### src/rtl/mem_lsu_pkg.sv
// Shared definitions for the memory-stage load/store unit: op codes, widths,
// FSM states, access-size decode and alignment helpers.
package mem_lsu_pkg;

  localparam int unsigned LSU_DW        = 32;
  localparam int unsigned LSU_AW        = 32;
  localparam int unsigned OP_W          = 8;
  localparam int unsigned REG_W         = 5;
  localparam int unsigned STALL_W       = 6;
  localparam int unsigned STALL_MEM_BIT = 4;
  localparam int unsigned LSU_ADEL_BIT  = 4;
  localparam int unsigned LSU_ADES_BIT  = 5;

  localparam logic [31:0] ZERO_WORD = 32'h0000_0000;

  localparam logic [OP_W-1:0] EXE_LB_OP  = 8'b1110_0000;
  localparam logic [OP_W-1:0] EXE_LH_OP  = 8'b1110_0001;
  localparam logic [OP_W-1:0] EXE_LW_OP  = 8'b1110_0011;
  localparam logic [OP_W-1:0] EXE_LBU_OP = 8'b1110_0100;
  localparam logic [OP_W-1:0] EXE_LHU_OP = 8'b1110_0101;
  localparam logic [OP_W-1:0] EXE_SB_OP  = 8'b1110_1000;
  localparam logic [OP_W-1:0] EXE_SH_OP  = 8'b1110_1001;
  localparam logic [OP_W-1:0] EXE_SW_OP  = 8'b1110_1011;

  typedef enum logic [1:0] {
    S_IDLE = 2'd0,
    S_BUSY = 2'd1,
    S_HOLD = 2'd2
  } lsu_state_e;

  typedef enum logic [1:0] {
    SZ_NONE = 2'd0,
    SZ_BYTE = 2'd1,
    SZ_HALF = 2'd2,
    SZ_WORD = 2'd3
  } acc_size_e;

  typedef struct packed {
    logic      is_mem;
    logic      is_load;
    logic      sign;
    acc_size_e size;
  } op_dec_t;

  function automatic op_dec_t decode_op(input logic [OP_W-1:0] op);
    op_dec_t d;
    d = '{1'b0, 1'b0, 1'b0, SZ_NONE};
    case (op)
      EXE_LB_OP:  d = '{1'b1, 1'b1, 1'b1, SZ_BYTE};
      EXE_LBU_OP: d = '{1'b1, 1'b1, 1'b0, SZ_BYTE};
      EXE_LH_OP:  d = '{1'b1, 1'b1, 1'b1, SZ_HALF};
      EXE_LHU_OP: d = '{1'b1, 1'b1, 1'b0, SZ_HALF};
      EXE_LW_OP:  d = '{1'b1, 1'b1, 1'b0, SZ_WORD};
      EXE_SB_OP:  d = '{1'b1, 1'b0, 1'b0, SZ_BYTE};
      EXE_SH_OP:  d = '{1'b1, 1'b0, 1'b0, SZ_HALF};
      EXE_SW_OP:  d = '{1'b1, 1'b0, 1'b0, SZ_WORD};
      default:    d = '{1'b0, 1'b0, 1'b0, SZ_NONE};
    endcase
    return d;
  endfunction

  function automatic logic is_aligned(input acc_size_e sz, input logic [1:0] ofs);
    case (sz)
      SZ_HALF: return ~ofs[0];
      SZ_WORD: return (ofs == 2'b00);
      default: return 1'b1;
    endcase
  endfunction

  function automatic logic [1:0] align_ofs(input acc_size_e sz, input logic [1:0] ofs);
    case (sz)
      SZ_HALF: return {ofs[1], 1'b0};
      SZ_WORD: return 2'b00;
      default: return ofs;
    endcase
  endfunction

endpackage

### src/rtl/mem_lsu_if.sv
// Wishbone-classic data-bus bundle between the load/store unit (master) and memory (slave).
interface mem_lsu_if
  import mem_lsu_pkg::*;
#(
  parameter int unsigned AW = LSU_AW
) ();
  logic [AW-1:0]     wb_adr_o;
  logic [LSU_DW-1:0] wb_dat_o;
  logic [3:0]        wb_sel_o;
  logic              wb_we_o;
  logic              wb_stb_o;
  logic              wb_cyc_o;
  logic [LSU_DW-1:0] wb_dat_i;
  logic              wb_ack_i;

  modport master (
    output wb_adr_o, wb_dat_o, wb_sel_o, wb_we_o, wb_stb_o, wb_cyc_o,
    input  wb_dat_i, wb_ack_i
  );

  modport slave (
    input  wb_adr_o, wb_dat_o, wb_sel_o, wb_we_o, wb_stb_o, wb_cyc_o,
    output wb_dat_i, wb_ack_i
  );
endinterface

### src/rtl/mem_lsu_lane_fmt.sv
// Big-endian byte-lane formatter: byte selects, store-data replication and
// load extraction with sign/zero extension.
module mem_lsu_lane_fmt
  import mem_lsu_pkg::*;
(
  input  acc_size_e   i_size,
  input  logic        i_sign,
  input  logic [1:0]  i_ofs,
  input  logic [31:0] i_st_data,
  input  logic [31:0] i_rd_data,
  output logic [3:0]  o_sel,
  output logic [31:0] o_st_data,
  output logic [31:0] o_ld_data
);
  logic [7:0]  w_byte;
  logic [15:0] w_half;

  always_comb begin : p_fmt
    o_sel     = 4'b0000;
    o_st_data = ZERO_WORD;
    o_ld_data = ZERO_WORD;
    w_byte    = 8'h00;
    w_half    = 16'h0000;
    case (i_size)
      SZ_BYTE: begin
        o_sel     = 4'b1000 >> i_ofs;
        o_st_data = {4{i_st_data[7:0]}};
        case (i_ofs)
          2'b00:   w_byte = i_rd_data[31:24];
          2'b01:   w_byte = i_rd_data[23:16];
          2'b10:   w_byte = i_rd_data[15:8];
          default: w_byte = i_rd_data[7:0];
        endcase
        o_ld_data = {{24{i_sign & w_byte[7]}}, w_byte};
      end
      SZ_HALF: begin
        o_sel     = i_ofs[1] ? 4'b0011 : 4'b1100;
        o_st_data = {2{i_st_data[15:0]}};
        w_half    = i_ofs[1] ? i_rd_data[15:0] : i_rd_data[31:16];
        o_ld_data = {{16{i_sign & w_half[15]}}, w_half};
      end
      SZ_WORD: begin
        o_sel     = 4'b1111;
        o_st_data = i_st_data;
        o_ld_data = i_rd_data;
      end
      default: ;
    endcase
  end
endmodule

### src/rtl/mem_lsu.sv
// Memory-stage load/store unit: one Wishbone-classic cycle per load/store with a
// stall request until completion. Optional macro LSU_UNALIGNED_EXC_EN raises
// address-error exceptions on misaligned accesses instead of masking the address.
module mem_lsu
  import mem_lsu_pkg::*;
#(
  parameter int unsigned DW       = LSU_DW,
  parameter int unsigned AW       = LSU_AW,
  parameter int unsigned ADEL_BIT = LSU_ADEL_BIT,
  parameter int unsigned ADES_BIT = LSU_ADES_BIT
) (
  input  logic               clk,
  input  logic               rst,
  input  logic [OP_W-1:0]    aluop_i,
  input  logic [31:0]        mem_addr_i,
  input  logic [DW-1:0]      reg2_i,
  input  logic [REG_W-1:0]   waddr_i,
  input  logic               we_i,
  input  logic [DW-1:0]      wdata_i,
  input  logic [31:0]        excepttype_i,
  input  logic [STALL_W-1:0] stall_i,
  input  logic               flush_i,
  mem_lsu_if.master          bus,
  output logic [REG_W-1:0]   waddr_o,
  output logic               we_o,
  output logic [DW-1:0]      wdata_o,
  output logic [31:0]        excepttype_o,
  output logic               stallreq_o
);
  if (DW != 32) begin : g_bad_dw
    $error("mem_lsu: DW must be 32");
  end

  lsu_state_e r_state;
  logic [AW-1:0] r_adr;
  logic [31:0]   r_dat, r_hold;
  logic [3:0]    r_sel;
  logic          r_we, r_stb, r_cyc, r_load, r_sign, r_flushed;
  acc_size_e     r_size;
  logic [1:0]    r_ofs;

  op_dec_t    w_dec;
  logic [1:0] w_ofs;
  logic       w_issue, w_misaligned, w_start;
  acc_size_e  w_fmt_size;
  logic       w_fmt_sign;
  logic [1:0] w_fmt_ofs;
  logic [3:0] w_sel;
  logic [31:0] w_st_data, w_ld_data;
  logic       w_unused;

  assign w_dec    = decode_op(aluop_i);
  assign w_unused = ^{stall_i[5], stall_i[3:0]};

`ifdef LSU_UNALIGNED_EXC_EN
  assign w_ofs        = mem_addr_i[1:0];
  assign w_misaligned = w_dec.is_mem & ~is_aligned(w_dec.size, mem_addr_i[1:0]);
  assign w_issue      = w_dec.is_mem & ~w_misaligned;
`else
  assign w_ofs        = align_ofs(w_dec.size, mem_addr_i[1:0]);
  assign w_misaligned = 1'b0;
  assign w_issue      = w_dec.is_mem;
`endif

  assign w_start = (r_state == S_IDLE) & w_issue & ~flush_i & ~rst;

  // Issue uses the live op; the read-data path uses the op latched at issue.
  assign w_fmt_size = (r_state == S_IDLE) ? w_dec.size : r_size;
  assign w_fmt_sign = (r_state == S_IDLE) ? w_dec.sign : r_sign;
  assign w_fmt_ofs  = (r_state == S_IDLE) ? w_ofs      : r_ofs;

  mem_lsu_lane_fmt u_lane_fmt (
    .i_size    (w_fmt_size),
    .i_sign    (w_fmt_sign),
    .i_ofs     (w_fmt_ofs),
    .i_st_data (reg2_i),
    .i_rd_data (bus.wb_dat_i),
    .o_sel     (w_sel),
    .o_st_data (w_st_data),
    .o_ld_data (w_ld_data)
  );

  always_ff @(posedge clk or posedge rst) begin : p_fsm
    if (rst) begin
      r_state   <= S_IDLE;
      r_adr     <= '0;
      r_dat     <= ZERO_WORD;
      r_hold    <= ZERO_WORD;
      r_sel     <= 4'b0000;
      r_we      <= 1'b0;
      r_stb     <= 1'b0;
      r_cyc     <= 1'b0;
      r_load    <= 1'b0;
      r_sign    <= 1'b0;
      r_flushed <= 1'b0;
      r_size    <= SZ_NONE;
      r_ofs     <= 2'b00;
    end else begin
      case (r_state)
        S_IDLE: if (w_start) begin
          r_cyc     <= 1'b1;
          r_stb     <= 1'b1;
          r_adr     <= AW'({mem_addr_i[31:2], 2'b00});
          r_sel     <= w_sel;
          r_we      <= ~w_dec.is_load;
          r_dat     <= w_st_data;
          r_load    <= w_dec.is_load;
          r_sign    <= w_dec.sign;
          r_size    <= w_dec.size;
          r_ofs     <= w_ofs;
          r_flushed <= 1'b0;
          r_state   <= S_BUSY;
        end
        S_BUSY: begin
          // A flush cannot abort the bus cycle; remember it and drop the result on ack.
          if (flush_i) r_flushed <= 1'b1;
          if (bus.wb_ack_i) begin
            r_cyc <= 1'b0;
            r_stb <= 1'b0;
            if (r_flushed | flush_i) begin
              r_state <= S_IDLE;
            end else begin
              r_hold  <= w_ld_data;
              r_state <= S_HOLD;
            end
          end
        end
        S_HOLD: if (flush_i || !stall_i[STALL_MEM_BIT]) r_state <= S_IDLE;
        default: r_state <= S_IDLE;
      endcase
    end
  end

  assign bus.wb_adr_o = r_adr;
  assign bus.wb_dat_o = r_dat;
  assign bus.wb_sel_o = r_sel;
  assign bus.wb_we_o  = r_we;
  assign bus.wb_stb_o = r_stb;
  assign bus.wb_cyc_o = r_cyc;

  always_comb begin : p_wb_out
    waddr_o    = waddr_i;
    we_o       = we_i;
    wdata_o    = wdata_i;
    stallreq_o = 1'b0;
    case (r_state)
      S_IDLE: begin
        stallreq_o = w_start;
        if (w_dec.is_mem) we_o = 1'b0;
      end
      S_BUSY: begin
        stallreq_o = 1'b1;
        we_o       = 1'b0;
      end
      S_HOLD: begin
        we_o = r_load & we_i & ~flush_i;
        if (r_load) wdata_o = r_hold;
      end
      default: ;
    endcase
  end

  always_comb begin : p_exc
    excepttype_o = excepttype_i;
    if (w_misaligned) begin
      if (w_dec.is_load) excepttype_o[ADEL_BIT] = 1'b1;
      else               excepttype_o[ADES_BIT] = 1'b1;
    end
  end
endmodule

### src/flat_wrapper.sv
// flat-port wrapper written by rule: the top's interface ports become plain ports
module mem_lsu_flat import mem_lsu_pkg::*;
#(
  parameter int unsigned DW       = LSU_DW,
  parameter int unsigned AW       = LSU_AW,
  parameter int unsigned ADEL_BIT = LSU_ADEL_BIT,
  parameter int unsigned ADES_BIT = LSU_ADES_BIT
)
  (clk, rst, aluop_i, mem_addr_i, reg2_i, waddr_i, we_i, wdata_i, excepttype_i, stall_i, flush_i, waddr_o, we_o, wdata_o, excepttype_o, stallreq_o, bus_wb_adr_o, bus_wb_dat_o, bus_wb_sel_o, bus_wb_we_o, bus_wb_stb_o, bus_wb_cyc_o, bus_wb_dat_i, bus_wb_ack_i);
  mem_lsu_if #(.AW(AW)) bus_i ();
  input  logic clk;
  input  logic rst;
  input  logic [OP_W-1:0] aluop_i;
  input  logic [31:0] mem_addr_i;
  input  logic [DW-1:0] reg2_i;
  input  logic [REG_W-1:0] waddr_i;
  input  logic we_i;
  input  logic [DW-1:0] wdata_i;
  input  logic [31:0] excepttype_i;
  input  logic [STALL_W-1:0] stall_i;
  input  logic flush_i;
  output logic [REG_W-1:0] waddr_o;
  output logic we_o;
  output logic [DW-1:0] wdata_o;
  output logic [31:0] excepttype_o;
  output logic stallreq_o;
  output wire logic [$bits(bus_i.wb_adr_o)-1:0] bus_wb_adr_o;
  output wire logic [$bits(bus_i.wb_dat_o)-1:0] bus_wb_dat_o;
  output wire logic [$bits(bus_i.wb_sel_o)-1:0] bus_wb_sel_o;
  output wire logic [$bits(bus_i.wb_we_o)-1:0] bus_wb_we_o;
  output wire logic [$bits(bus_i.wb_stb_o)-1:0] bus_wb_stb_o;
  output wire logic [$bits(bus_i.wb_cyc_o)-1:0] bus_wb_cyc_o;
  input wire logic [$bits(bus_i.wb_dat_i)-1:0] bus_wb_dat_i;
  input wire logic [$bits(bus_i.wb_ack_i)-1:0] bus_wb_ack_i;
  assign bus_wb_adr_o = bus_i.wb_adr_o;
  assign bus_wb_dat_o = bus_i.wb_dat_o;
  assign bus_wb_sel_o = bus_i.wb_sel_o;
  assign bus_wb_we_o = bus_i.wb_we_o;
  assign bus_wb_stb_o = bus_i.wb_stb_o;
  assign bus_wb_cyc_o = bus_i.wb_cyc_o;
  assign bus_i.wb_dat_i = bus_wb_dat_i;
  assign bus_i.wb_ack_i = bus_wb_ack_i;
  mem_lsu #(.DW(DW), .AW(AW), .ADEL_BIT(ADEL_BIT), .ADES_BIT(ADES_BIT)) u_core (.clk(clk), .rst(rst), .aluop_i(aluop_i), .mem_addr_i(mem_addr_i), .reg2_i(reg2_i), .waddr_i(waddr_i), .we_i(we_i), .wdata_i(wdata_i), .excepttype_i(excepttype_i), .stall_i(stall_i), .flush_i(flush_i), .bus(bus_i), .waddr_o(waddr_o), .we_o(we_o), .wdata_o(wdata_o), .excepttype_o(excepttype_o), .stallreq_o(stallreq_o));
endmodule
### config.mk
export PLATFORM = sky130hd
export DESIGN_NAME = mem_lsu_flat
export DESIGN_NICKNAME = d
export VERILOG_FILES = /design/src/rtl/mem_lsu_pkg.sv /design/src/rtl/mem_lsu_if.sv /design/src/rtl/mem_lsu_lane_fmt.sv /design/src/rtl/mem_lsu.sv /design/src/flat_wrapper.sv
export SDC_FILE = /design/constraint.sdc
export NUM_CORES = 1
export LEC_CHECK = 0
export BUFFER_PORTS_ARGS = -buffer_cell sky130_fd_sc_hd__buf_2
export CAP_MARGIN = 5
export CORE_AREA = 5 5 95 185
export CTS_BUF_LIST = sky130_fd_sc_hd__clkbuf_2
export DETAILED_ROUTE_END_ITERATION = 8
export DIE_AREA = 0 0 100 190
export GPL_ROUTABILITY_DRIVEN = 0
export GPL_TIMING_DRIVEN = 1
export PLACE_DENSITY = 0.74
export SLEW_MARGIN = 20
export SYNTH_ARGS = -nofsm -noshare
export SYNTH_HDL_FRONTEND = slang
export SYNTH_SLANG_ARGS = --single-unit
### constraint.sdc
create_clock -name clk -period 8.05 [get_ports clk]
set_clock_uncertainty 0.15 [all_clocks]
set_input_delay 0.4025 -clock clk [delete_from_list [all_inputs] [get_ports clk]]
set_output_delay 0.4025 -clock clk [all_outputs]
set_load 0.02 [all_outputs]
==> results by stage, run 1 <==
Clock network:
- The number of levels the H-tree was split into is 3.
- The clock slew seen by the registers of the worst setup and hold paths is approximately 300 ps.
- The cell at the root of the clock tree is clkbuf_2.
- The number of buffers on the longest clock path is 2.
- The number of buffers created by CTS is 9.
- The post-cts resize count is 0.
- The number of buffers inserted to repair setup after CTS is 0.
- TritonCTS built the clock tree.
- The total clock sinks is 109.
- The clock reaches the later pin of the worst-skew pair after a little over 600 ps.

GRT:
- The overall overflow remaining after global route is 0.
- In the global route stage, met1 resource usage came out at 0.256.
- The via count of the first global-routing pass is roughly 6,000.
- For this run, the total global-route usage over all layers was measured as 0.206.
- In the global route stage, met2 resource usage came out at 0.336.
- The met3 usage is 0.0646.
- The global routing's busiest layer is met2.
- Entering global routing, the biggest net connects 70 pins.
- The number of antenna violations at the first check in global routing is 0.
- The first-pass GRT wire length is ~31,000 µm.

Power and ir drop:
- Of the total power, combinational logic draws 0.291.
- The overall power consumption is 0.00132 W.
- The share of power burned in registers is 0.509.
- The switching share of power is 0.347.
- The leakage power of the design is around 4.2 nW.
- The clock group share of total power is 0.200.
- The internal power is ~0.00086 W.
- The power density normalized to cell area is approximately 160 nW/µm².
- Across the VDD grid, the largest voltage drop is 0.0000771 V.
- The switching power is 0.000459 W.

Routing:
- Before antenna repair, the detailed router went through 5 iterations.
- The detailed-route DRC error count is 0.
- In the final routed layout, each cell accounts on average for approximately 18 µm.
- Once detail routing completed, the nets flagged for antenna violations numbered 0.
- Across all layers, the routed design uses 6,031 vias.
- The detail-routed via count per cell is around 5.3.
- The iteration-0 DRC count of the detailed router is 344.
- The routed design has 20,300 µm of wire.

Logic synthesis:
- The proportion of synthesized area in mux cells is 0.0935.
- For this run, asynchronously set or reset flops after synthesis account for 1.00.
- The adder and majority gate portion of the synthesized area is 0.
- The count of yosys warnings during synthesis is 0.
- The area fraction in compound gates after synthesis was 0.164.
- The prevailing post-synth register cell is dfrtp_1.
- The cell area that synthesis handed to floorplanning was ~5900 µm².
- The number of synthesized flops with an enable pin is 0.
- The synthesized area per cell is around 9.3 µm².
- Of the total synthesized cell area, the portion taken by XOR and XNOR cells is 0.
- Synthesis produced a netlist whose cell count is roughly 640.
- The fraction of the yosys area taken by sequential cells is 0.462.
- The largest family of logic cells by synthesized area is simple AND/OR/NAND/NOR gates.
- The netlist uses 55 different library cells.
- The post-synthesis share of cell area spent on and, or, nand and nor gates is 0.195.
- In this run, synthesis produced a sequential element count of between 100 and 150.

Finish:
- The final net count is between 1,000 and 1,500.
- The number of antenna diodes in the final layout is 0.
- The library cell used most frequently in the layout, excluding fill and tap cells, is buf_2.
- The filler cells instantiated in the layout total roughly 1,400.
- Leaving out fill and tap cells, the most frequent cells in the layout are buf_2, nand2_1, dlygate4sd3_1, dfrtp_1, nor2_1.
- The proportion of layout cells with a drive suffix above 1 is 0.345.
- The post-layout utilization of the core is 0.510.
- The synthesis-to-layout area growth is 39.0%.

Setup path:
- Walking the worst path, the cells encountered are inv_1 > or4_2 > nor2_1 > nand3_1 > o21ai_0 > a221o_1 > dlygate4sd3_1.
- The worst register-to-register path begins at u_core.r_state[0].
- Along the worst path, the maximum fanout reaches 52.
- At the worst endpoint, the arrival time is roughly 4800 ps.
- The kind of cell adding the most delay to the critical path is simple AND/OR/NAND/NOR gates.
- STA classifies the critical path endpoint as a register.
- By startpoint and endpoint, the worst setup path is classified as register to register.
- For this design, the slowest cell found on the critical path is or4_2.
- The number of buffers and inverters on the critical path is 2.
- The endpoint identified for the worst register-to-register timing path is u_core.r_hold[0].
- The depth of the worst register-to-register path is 7.
- Across all register-to-register paths, the minimum setup slack is 3630 ps.
- The kind of start point of the critical path is a register.
- For this run, the slowest stage of the critical path takes ~1200 ps.
- At the worst endpoint, the required time is approximately 8500 ps.

STA:
- Based on the critical path, the design can be clocked at up to roughly 230 MHz.
- The worst hold-check slack is between 50 and 60 ps.
- The number of hold-slack violations in the final timing report came to 0.
- Setup violations remaining at the end of the flow were counted as 0.
- For the pin with the worst max-slew slack, the measured transition is between 900 and 1000 ps.
- The worst max-slew margin expressed relative to the limit is 0.378.
- The setup slack after layout is ~3600 ps.
- Setup repair after global routing left no endpoint under its margin.
- The final count of pins violating max slew was 0.
- Setup total negative slack on the finished layout was measured at 0 ps.
- For the finished layout, the period the worst path requires is 4420 ps.
- The fraction of the cycle the final worst path needs is 0.549.

Floorplan:
- The floorplan step set the die width to approximately 100 µm.
- The floorplan step defined a die boundary enclosing approximately 19,000 µm².
- In this run the vertical extent of the chip is between 150 and 200 µm.
- The placeable core area is between 15,000 and 20,000 µm².
- The count of boundary I/O pins is between 300 and 400.
- The initial utilization of the core area, before any placement, comes to 0.367.
- In this run the core area contains 66 standard-cell rows.

Run status:
- The run finished with clean final reports.

Min path:
- The worst hold path depth is 4.
- The worst hold path terminates at u_core.bus.wb_dat_o[26].
- In this run the most critical hold path is launched from reg2_i[26].
- The worst hold-check path type is primary input to register.

Placed design:
- Input and output buffers added on the ports amount to 244.
- Before CTS, the worst setup slack after placement is about 4300 ps.
- The HPWL after detailed placement is about 13,000 µm.

Run:
- Across the run, the number of max-cap violations was 0.
layout make-up:
| class | count | area, µm² | area share |
|---|---|---|---|
| clock buffer | 9 | 45.0 | 0.00549 |
| clock inverter | 7 | 73.8 | 0.00899 |
| inverter | 5 | 21.3 | 0.00259 |
| multi-input combinational | 443 | 2690 | 0.328 |
| sequential | 109 | 2730 | 0.332 |
| tap | 204 | 255 | 0.0311 |
| timing repair buffer | 363 | 2390 | 0.292 |
worst min-delay path, delay by kind of cell:
kind,cells,cell delay [ps]
compound gates,1,60
buf+inv,1,80
mux,1,130
simple gates,1,120
worst max path at each step:
stage / end / depth (start not counted) / slack [ps] / start
6_report: u_core.r_hold[0] / 7 / 3630 / u_core.r_state[0]
5_1_grt: u_core.r_hold[0] / 7 / 3380 / u_core.r_state[0]
4_1_cts: u_core.r_hold[4] / 7 / 3710 / u_core.r_state[0]
3_5_place_dp: u_core.r_hold[3] / 6 / 4340 / u_core.r_state[0]
3_3_place_gp: u_core.r_hold[3] / 6 / 4470 / u_core.r_state[0]
2_1_floorplan: u_core.bus.wb_adr_o[10] / 1 / 4620 / rst
registers in the layout (all words and copies together) (netlist names), 2 cells and up:
| signal | count |
|---|---|
| u_core.r_hold | 32 |
| u_core.bus.wb_dat_o | 32 |
| u_core.r_state | 2 |
| u_core.r_ofs | 2 |
| u_core.bus.wb_adr_o | 30 |
| u_core.bus.wb_sel_o | 4 |
| u_core.r_size | 2 |
cell families after synthesis:
family,Yosys count
and+or+nand+nor,269
AOI/OAI and AO/OA,122
DFF,109
buffers and inverters,85
muxes,50
other,1
through the flow:
stage | cells | area [µm²]
floorplan | 637 | 5910
global placement | 1012 | 6970
detailed placement | 1012 | 6970
CTS | 1140 | 8210
global route | 1140 | 8210
finish | 1140 | 8210
power groups by stage:
stage | clock [W] | combinational [W] | sequential (W)
detailed placement | 0 | 0.000341 | 0.000679
global route | 0.000294 | 0.000418 | 0.000683
finish | 0.000265 | 0.000384 | 0.000672
CTS | 0.000275 | 0.000382 | 0.000671
global placement | 0 | 0.000334 | 0.000677
floorplan | 0 | 0.000150 | 0.000748
cells in the mapped netlist (all sizes together), types with 8 or more instances:
cell type	instances	area, µm²
nand2	170	638
dfrtp	109	2730
nor2	60	225
buf	57	397
mux2	41	462
a221oi	24	210
clkbuf	23	86.3
o21ai	23	119
o211ai	17	141
a221o	16	160
a21oi	13	65.1
a22o	9	78.8
mux2i	9	90.1
nand3	8	40.0
metal layers:
layer | share of wire | routed length, µm
met1 | 0.38 | 7790
met2 | 0.48 | 9820
met3 | 0.10 | 2110
met4 | 0.027 | 556
met5 | 0 | 0
timing repair:
item | CTS | global route
setup endpoints to repair | 0 | 0
hold endpoints to repair | 165 | 0
hold buffers | 112 | 0
(Power assumes the default switching activity.)
==> run 2: changes to the inputs <==
ABC_AREA = 1   (was not set)
CORE_AREA = 5 5 98 191   (was 5 5 95 185)
DIE_AREA = 0 0 103 196   (was 0 0 100 190)
PLACE_DENSITY = 0.73   (was 0.74)
clock period = 4.2 ns   (was 8.05 ns; I/O delays follow)
==> run 2 against run 1 <==
Net effect:
- worst setup slack lost 3500 ps
- critical path depth grew 12
- die area grew 6.3%
- cell area grew 9.1%
- combinational power grew 66%
- critical endpoint unchanged
- largest cell class is now multi-input combinational cells
==> results by stage, run 2 <==
Run status:
- The flow ran to the end, and the final reports show no timing, DRC or antenna violations.

Floorplan:
- The starting density of the core came to 0.368 (+0.00164).
- The die height is 196 µm (+3.2%).
- The standard-cell row count was 68 (+3.0%).
- The overall die width came to 103 µm (+3.0%).
- The count of boundary I/O pins came to 326 (unchanged).
- The placeable core area was 17,200 µm² (+6.7%).
- The area enclosed by the die boundary is 20,200 µm² (+6.3%).

Setup path:
- The worst endpoint required time is 4660 ps (-3800 ps).
- The minimum setup slack among reg-to-reg paths was 650 ps (-2980 ps).
- The launching point of the worst reg2reg path is u_core.r_state[1].
- The largest fanout on the critical path is 8 (-85%).
- The arrival time of data at the critical path endpoint is 4510 ps (-320 ps).
- The critical path in this run is classified as primary input to register.
- The kind of start point of the critical path is a primary input.
- The depth of the worst register-to-register path is 14 (+7).
- STA classifies the critical path endpoint as a register.
- The worst reg2reg path endpoint is u_core.r_hold[0].

GRT:
- The via count of the first global-routing pass is 7,207 (+20%).
- The first-pass GRT wire length is 36,600 µm (+17%).
- The overall overflow remaining after global route was 0 (unchanged).
- The number of antenna violations at the first check in global routing is 2 (+2).
- The pin count of the biggest net entering global routing came to 81 (+16%).
- The overall fraction of global-route tracks in use is 0.238 (+0.0321).

Routing:
- The average routed wire per standard cell is 17.2 µm (-3.1%).
- The iteration-0 DRC count of the detailed router came to 246 (-28%).
- The number of nets with antenna violations after detailed routing is 0 (unchanged).
- The detailed-route DRC error count was 0 (unchanged).
- The detail-routed via count per cell is 4.87 (-7.9%).
- The via count of the routed design is 6,693 (+11%).
- The length of the first detailed-routing pass in iterations is 5 (unchanged).
- The total routed wirelength is 23,700 µm (+17%).

Finish:
- The proportion of layout cells with a drive suffix above 1 came to 0.293 (-0.0525).
- The area used by multi-input combinational logic is 2830 µm² (+5.2%).
- The number of fill cells was 1,615 (+12%).
- The final net count is 1,341 (+20%).
- The library cells used most frequently in the layout, excluding fill and tap cells, are nand2_1, buf_2, dlygate4sd3_1, dfrtp_1, inv_1.
- The combined flip-flop and latch cell area was 2730 µm² (unchanged).
- Compared with the post-synthesis result, the final layout area differs by 41.5%.
- The library cell used most frequently in the layout, excluding fill and tap cells, is nand2_1.

Logic synthesis:
- The cell count after synthesis was 822 (+29%).
- By count the netlist is led by nand2_1, dfrtp_1, inv_1.
- The most common cell in the synthesized netlist is nand2_1.
- The most used flip-flop cell after synthesis is dfrtp_1.
- The fraction of the yosys area taken by sequential cells is 0.431 (-0.0310).
- The cell accounting for the most synthesized area is dfrtp_1.
- The number of synthesized flops with an enable pin is 0 (unchanged).
- The post-synthesis cell area is 6330 µm² (+7.2%).
- The total of flip-flops plus latches after synthesis is 109 (unchanged).
- The number of distinct library cells after synthesis is 35 (-36%).
- The synthesized area per cell is 7.70 µm² (-17%).
- The area fraction of the dominant cell type after synthesis came to 0.431 (-0.0310).
- The async set-or-reset flop fraction in the synthesized netlist is 1.00 (unchanged).
- The count of yosys warnings during synthesis is 0 (unchanged).
- By area the synthesized netlist is led by dfrtp_1, nand2_1, mux2_2, inv_1, mux2i_1.

STA:
- The number of hold-slack violations in the final timing report is 0 (unchanged).
- Setup repair after global routing left no endpoint under its margin.
- The worst max-slew margin expressed relative to the limit was 0.345 (-0.0337).
- The number of setup violations in the final report is 0 (unchanged).
- Dividing the final minimum period by the clock period gives 0.964.
- The final count of pins violating max slew is 0 (unchanged).
- The pin slew with the least headroom to its limit is 982 ps (+49.4 ps).
- The post-route minimum period is ~4000 ps.
- The total negative slack came to 0 ps (unchanged).
- The maximum operating frequency is about 250 MHz.

Clock network:
- In this run the clock root is driven by a clkbuf_2.
- The total clock sinks is 109 (unchanged).
- The latest clock arrival within the worst-skew pair is 640 ps (+30 ps).
- TritonCTS built the clock tree.
- The number of buffers on the longest clock path came to 2 (unchanged).
- The number of levels the H-tree was split into was 3 (unchanged).
- The clock slew seen by the registers of the worst setup and hold paths is 310 ps (about the same).
- The number of buffers created by CTS is 9 (unchanged).

Placed design:
- The count of input and output buffers is 244 (unchanged).
- The HPWL after detailed placement is 15,900 µm (+19%).

Power and ir drop:
- The leakage power of the design is 5.53 nW (+32%).
- The power density normalized to cell area is 257 nW/µm² (+60%).
- The worst-case vdd ir drop is 0.000149 V (+94%).
- The overall power consumption is 0.00231 W (+75%).

Run:
- The max capacitance violation total is 0 (unchanged).

Min path:
- In this run the worst hold path is classified as primary input to asynchronous set/reset pin.
[run 2: changes by cell type in the layout (fill, tap and decap cells not counted), sizes merged, moves of 22 or more]
cell,previous run,this run
a221oi,24,1
dlygate4sd3,112,141
inv,7,96
mux2i,9,31
nand2,170,332
nand3,8,45
[run 2: layer usage]
layer,share of wire,wire [µm],vias up,track usage
met5,0,0,-,0
met2,0.54,12900,299,0.425
li1,-,-,3178,-
met1,0.32,7670,3084,0.231
met3,0.057,1350,132,0.0420
met4,0.076,1790,0,0.183
[run 2: logic make-up after synthesis]
kind of cell / after synthesis / share of synthesized area
AO/OA/AOI/OAI: 51 / 0.0482
buffers and inverters: 162 / 0.126
flip-flops: 109 / 0.431
multiplexers: 63 / 0.106
other: 1 / 0.000592
AND/OR/NAND/NOR: 436 / 0.289
[run 2: how the worst max path moves through the flow]
stage / startpoint / end / slack, ps
after floorplan: rst / u_core.bus.wb_adr_o[10] / 970
after global placement: u_core.r_state[1] / u_core.r_hold[15] / 1310
after detailed placement: u_core.r_state[1] / u_core.r_hold[15] / 1290
after CTS: aluop_i[0] / u_core.r_hold[0] / 130
after global routing: aluop_i[0] / u_core.r_hold[0] / 7
final: aluop_i[0] / u_core.r_hold[0] / 150
[run 2: layout make-up]
cell class,instances,area share
Antenna cell,2,0.000559
Clock buffer,9,0.00503
Clock inverter,7,0.00545
Inverter,94,0.0401
Multi-Input combinational cell,552,0.316
Sequential cell,109,0.305
Tap cell,210,0.0293
Timing Repair Buffer,391,0.299
[run 2: metrics by stage]
stage	hold WS, ps	setup WS, ps	utilization	std cells	area (µm²)
2_1_floorplan	178	966	-	823	6330
3_3_place_gp	263	1310	0.433	1215	7430
3_5_place_dp	268	1290	0.433	1215	7430
4_1_cts	9.75	130	0.520	1372	8940
5_1_grt	47.1	6.87	0.521	1374	8960
6_report	52.0	150	0.521	1374	8960
[run 2: worst max-delay path, stage by stage]
cell           delay (ps)
dlygate4sd3_1         550
buf_2                 140
nor2_1                150
dlygate4sd3_1         570
nand3_1                90
nand3_2               130
dlygate4sd3_1         580
nand2_2                80
o21ai_4               130
nand2_4               130
clkinv_2              150
nand2_1               110
inv_2                 140
nand2_1                70
nand3_1                70
dlygate4sd3_1         540
nand2_1                50
nand2_1                80
dlygate4sd3_1         550
[run 2: what timing repair did]
| action | CTS | global route |
|---|---|---|
| hold buffers | 141 | 0 |
| endpoints found under the hold margin | 185 | 0 |
| gates resized for setup | 0 | 3 |
| buffers inserted | 0 | 0 |
| endpoints found under the setup margin | 0 | 1 |
[run 2: power breakdown]
part / switching [W] / total (W) / internal (W)
registers: 0.0000560 / 0.00120 / 0.00114
logic: 0.000356 / 0.000636 / 0.000280
clock network: 0.000388 / 0.000472 / 0.0000834
total: 0.000800 / 0.00231 / 0.00151
==> run 3: changes to the inputs <==
BUFFER_PORTS_ARGS = not set   (was -buffer_cell sky130_fd_sc_hd__buf_2)
DONT_BUFFER_PORTS = 1   (was not set)
PLACE_DENSITY = 0.56   (was 0.73)
==> run 3 against run 2 <==
Net effect:
- worst setup slack gained 62 ps
- cell count shrank 16%
- worst hold slack gained 7.8 ps
- sequential share of layout area grew 3.5 points
- flip-flop and latch count is the same
- clock power grew 8.7%
- power shrank 3.8%
- non-clock buffer count shrank 214
- largest power group unchanged
- highest routed layer unchanged
==> results by stage, run 3 (synthesis gave the netlist of run 2 again) <==
Run status:
- The flow ran to the end, and the final reports show no timing, DRC or antenna violations.

GRT:
- The number of antenna violations at the first check in global routing is 1 (-1).
- The pin count of the biggest net entering global routing came to 85 (+4.9%).
- The overall overflow remaining after global route is 0 (unchanged).
- The first-pass GRT wire length was 33,200 µm (-9.1%).
- The overall fraction of global-route tracks in use is 0.217 (-0.0206).
- The via count of the first global-routing pass is 6,277 (-13%).

Clock network:
- The number of buffers created by CTS came to 9 (unchanged).
- The clock slew seen by the registers of the worst setup and hold paths was 330 ps (+20 ps).
- The cell at the root of the clock tree is clkbuf_2.
- The number of buffers on the longest clock path is 2 (unchanged).
- The total clock sinks came to 109 (unchanged).
- The latest clock arrival within the worst-skew pair is 650 ps (about the same).
- TritonCTS built the clock tree.
- The number of levels the H-tree was split into is 3 (unchanged).

Power and ir drop:
- The clock group share of total power came to 0.231 (+0.026).
- The leakage power of the design is 4.58 nW (-17%).
- The share of power burned in registers is 0.591 (+0.072).
- The switching share of power came to 0.336 (-0.0109).
- The switching power is 0.000746 W (-6.8%).
- The relative contribution of combinational cells to total power is 0.177 (-0.099).
- The power density normalized to cell area was 276 nW/µm² (+7.2%).
- The internal power was 0.00147 W (-2.1%).
- The worst-case vdd ir drop is 0.000172 V (+15%).

Finish:
- The final net count came to 1,127 (-16%).
- The combined flip-flop and latch cell area is 2730 µm² (unchanged).
- The number of fill cells is 1,684 (+4.3%).
- The post-layout utilization of the core is 0.468 (-0.0534).
- The proportion of layout cells with a drive suffix above 1 was 0.101 (-0.191).
- The library cell used most frequently in the layout, excluding fill and tap cells, is nand2_1.
- The final instance count without filler cells is 1,157 (-16%).
- The area used by multi-input combinational logic is 2830 µm² (unchanged).
- The library cells used most frequently in the layout, excluding fill and tap cells, are nand2_1, dlygate4sd3_1, dfrtp_1, inv_1, nor2_1.
- The synthesis-to-layout area growth is 27.0%.

STA:
- The maximum operating frequency is 251 MHz (+1.6%).
- The pin slew with the least headroom to its limit was 904 ps (-77.5 ps).
- The number of hold-slack violations in the final timing report is 0 (unchanged).
- The setup slack after layout came to 212 ps (+61.9 ps).
- The worst max-slew margin expressed relative to the limit came to 0.397 (+0.0524).
- The fraction of the cycle the final worst path needs is 0.950 (-0.0147).
- The number of setup violations in the final report came to 0 (unchanged).
- The worst hold-check slack is 59.8 ps (+7.83 ps).
- The total negative slack was 0 ps (unchanged).
- The post-route minimum period was 3990 ps (-61.9 ps).
- The final count of pins violating max slew is 0 (unchanged).
- Setup repair after global routing left no endpoint under its margin.

Routing:
- The detailed-route DRC error count was 0 (unchanged).
- The total routed wirelength is 21,700 µm (-8.3%).
- The iteration-0 DRC count of the detailed router was 219 (-11%).
- The via count of the routed design came to 5,760 (-14%).
- The average routed wire per standard cell came to 18.8 µm (+8.9%).
- The detail-routed via count per cell came to 4.98 (+2.2%).
- The length of the first detailed-routing pass in iterations is 5 (unchanged).
- The number of nets with antenna violations after detailed routing came to 0 (unchanged).

Floorplan:
- The area enclosed by the die boundary is 20,200 µm² (unchanged).
- The standard-cell row count came to 68 (unchanged).
- The placeable core area is 17,200 µm² (unchanged).
- The overall die width is 103 µm (unchanged).
- The starting density of the core is 0.368 (unchanged).
- The count of boundary I/O pins is 326 (unchanged).
- The die height came to 196 µm (unchanged).

Placed design:
- The count of input and output buffers is 0 (-100%).
- The worst slack at placement is 1290 ps (-3.13 ps).
- The cell total after placement is 972 (-20%).
- The HPWL after detailed placement came to 15,000 µm (-5.6%).

Setup path:
- The category of the worst setup path capture point is a register.
- STA classifies the critical path startpoint as a primary input.
- The setup path with the least slack is of type primary input to register.
- The largest fanout on the critical path is 16 (+8).
- The worst endpoint required time is 4660 ps (about the same).
- The arrival time of data at the critical path endpoint is 4450 ps (-60 ps).

Min path:
- The worst hold path belongs to the class primary input to asynchronous set/reset pin.

Run:
- The max capacitance violation total is 0 (unchanged).
==> run 3: changes by cell type in the layout (fill, tap and decap cells not counted), sizes merged <==
cell / before / now
diode: 2 / 1
clkinv: 5 / 2
dlygate4sd3: 141 / 168
bufinv: 0 / 1
inv: 96 / 94
buf: 250 / 9
clkinvlp: 0 / 2
==> run 3: cell type report <==
| type | count | share of cell area |
|---|---|---|
| flip-flops and latches | 109 | 0.339 |
| inverters | 94 | 0.0447 |
| well taps | 210 | 0.0327 |
| multi-input cells | 552 | 0.352 |
| clock inverters | 5 | 0.00778 |
| repair buffers | 177 | 0.218 |
| clock buffers | 9 | 0.00560 |
| diodes | 1 | 0.000311 |
==> run 3: final timing paths <==
check | end | startpoint | cells past startpoint | slack, ps
hold reg to reg | u_core.r_hold[30] | u_core.r_hold[30] | 2 | 370
max in group asynchronous | u_core.r_hold[2] | rst | 3 | 2940
setup / recovery | u_core.r_hold[21] | aluop_i[5] | 18 | 210
setup reg to reg | u_core.r_hold[13] | u_core.r_state[0] | 14 | 650
min in group clk | u_core.bus.wb_adr_o[22] | mem_addr_i[22] | 3 | 70
hold / removal | u_core.r_ofs[0] | rst | 2 | 60
==> run 3: timing repair <==
item | 4_1_cts | 5_1_grt
hold buffers | 168 | 0
hold endpoints to repair | 189 | 0
endpoints found under the setup margin | 0 | 3
setup buffers | 0 | 2
gates resized for setup | 0 | 1
==> run 3: worst max-delay path: stages <==
cell and delay (ps):
dlygate4sd3_1 570, nand2_1 80, dlygate4sd3_1 610, nor2_4 220, nand3_1 120, nand3_2 140
dlygate4sd3_1 580, nand2_2 70, o21ai_4 130, nor2_4 90, nand4_4 200, nand2_1 70
dlygate4sd3_1 560, inv_1 70, nand2_1 50, dlygate4sd3_1 560, nand2_1 60, nand2_1 50
==> run 3: power by group through the flow <==
| stage | combinational, W | clock [W] | sequential (W) |
|---|---|---|---|
| floorplan | 0.000252 | 0 | 0.00130 |
| global placement | 0.000230 | 0 | 0.00133 |
| detailed placement | 0.000236 | 0 | 0.00133 |
| CTS | 0.000389 | 0.000539 | 0.00131 |
| global route | 0.000439 | 0.000575 | 0.00132 |
| finish | 0.000393 | 0.000513 | 0.00131 |
==> run 3: metal layers <==
layer,wire [µm],up-vias,track usage
met1,7170,2720,0.214
met4,1360,0,0.141
met5,0,-,0
li1,-,2748,-
met2,12100,203,0.405
met3,1070,89,0.0274
==> run 3: per-stage QoR <==
step / area (µm²) / total power, W
2_1_floorplan: 6330 / 0.00155
3_3_place_gp: 6220 / 0.00156
3_5_place_dp: 6220 / 0.00157
4_1_cts: 8010 / 0.00224
5_1_grt: 8040 / 0.00234
6_report: 8040 / 0.00222
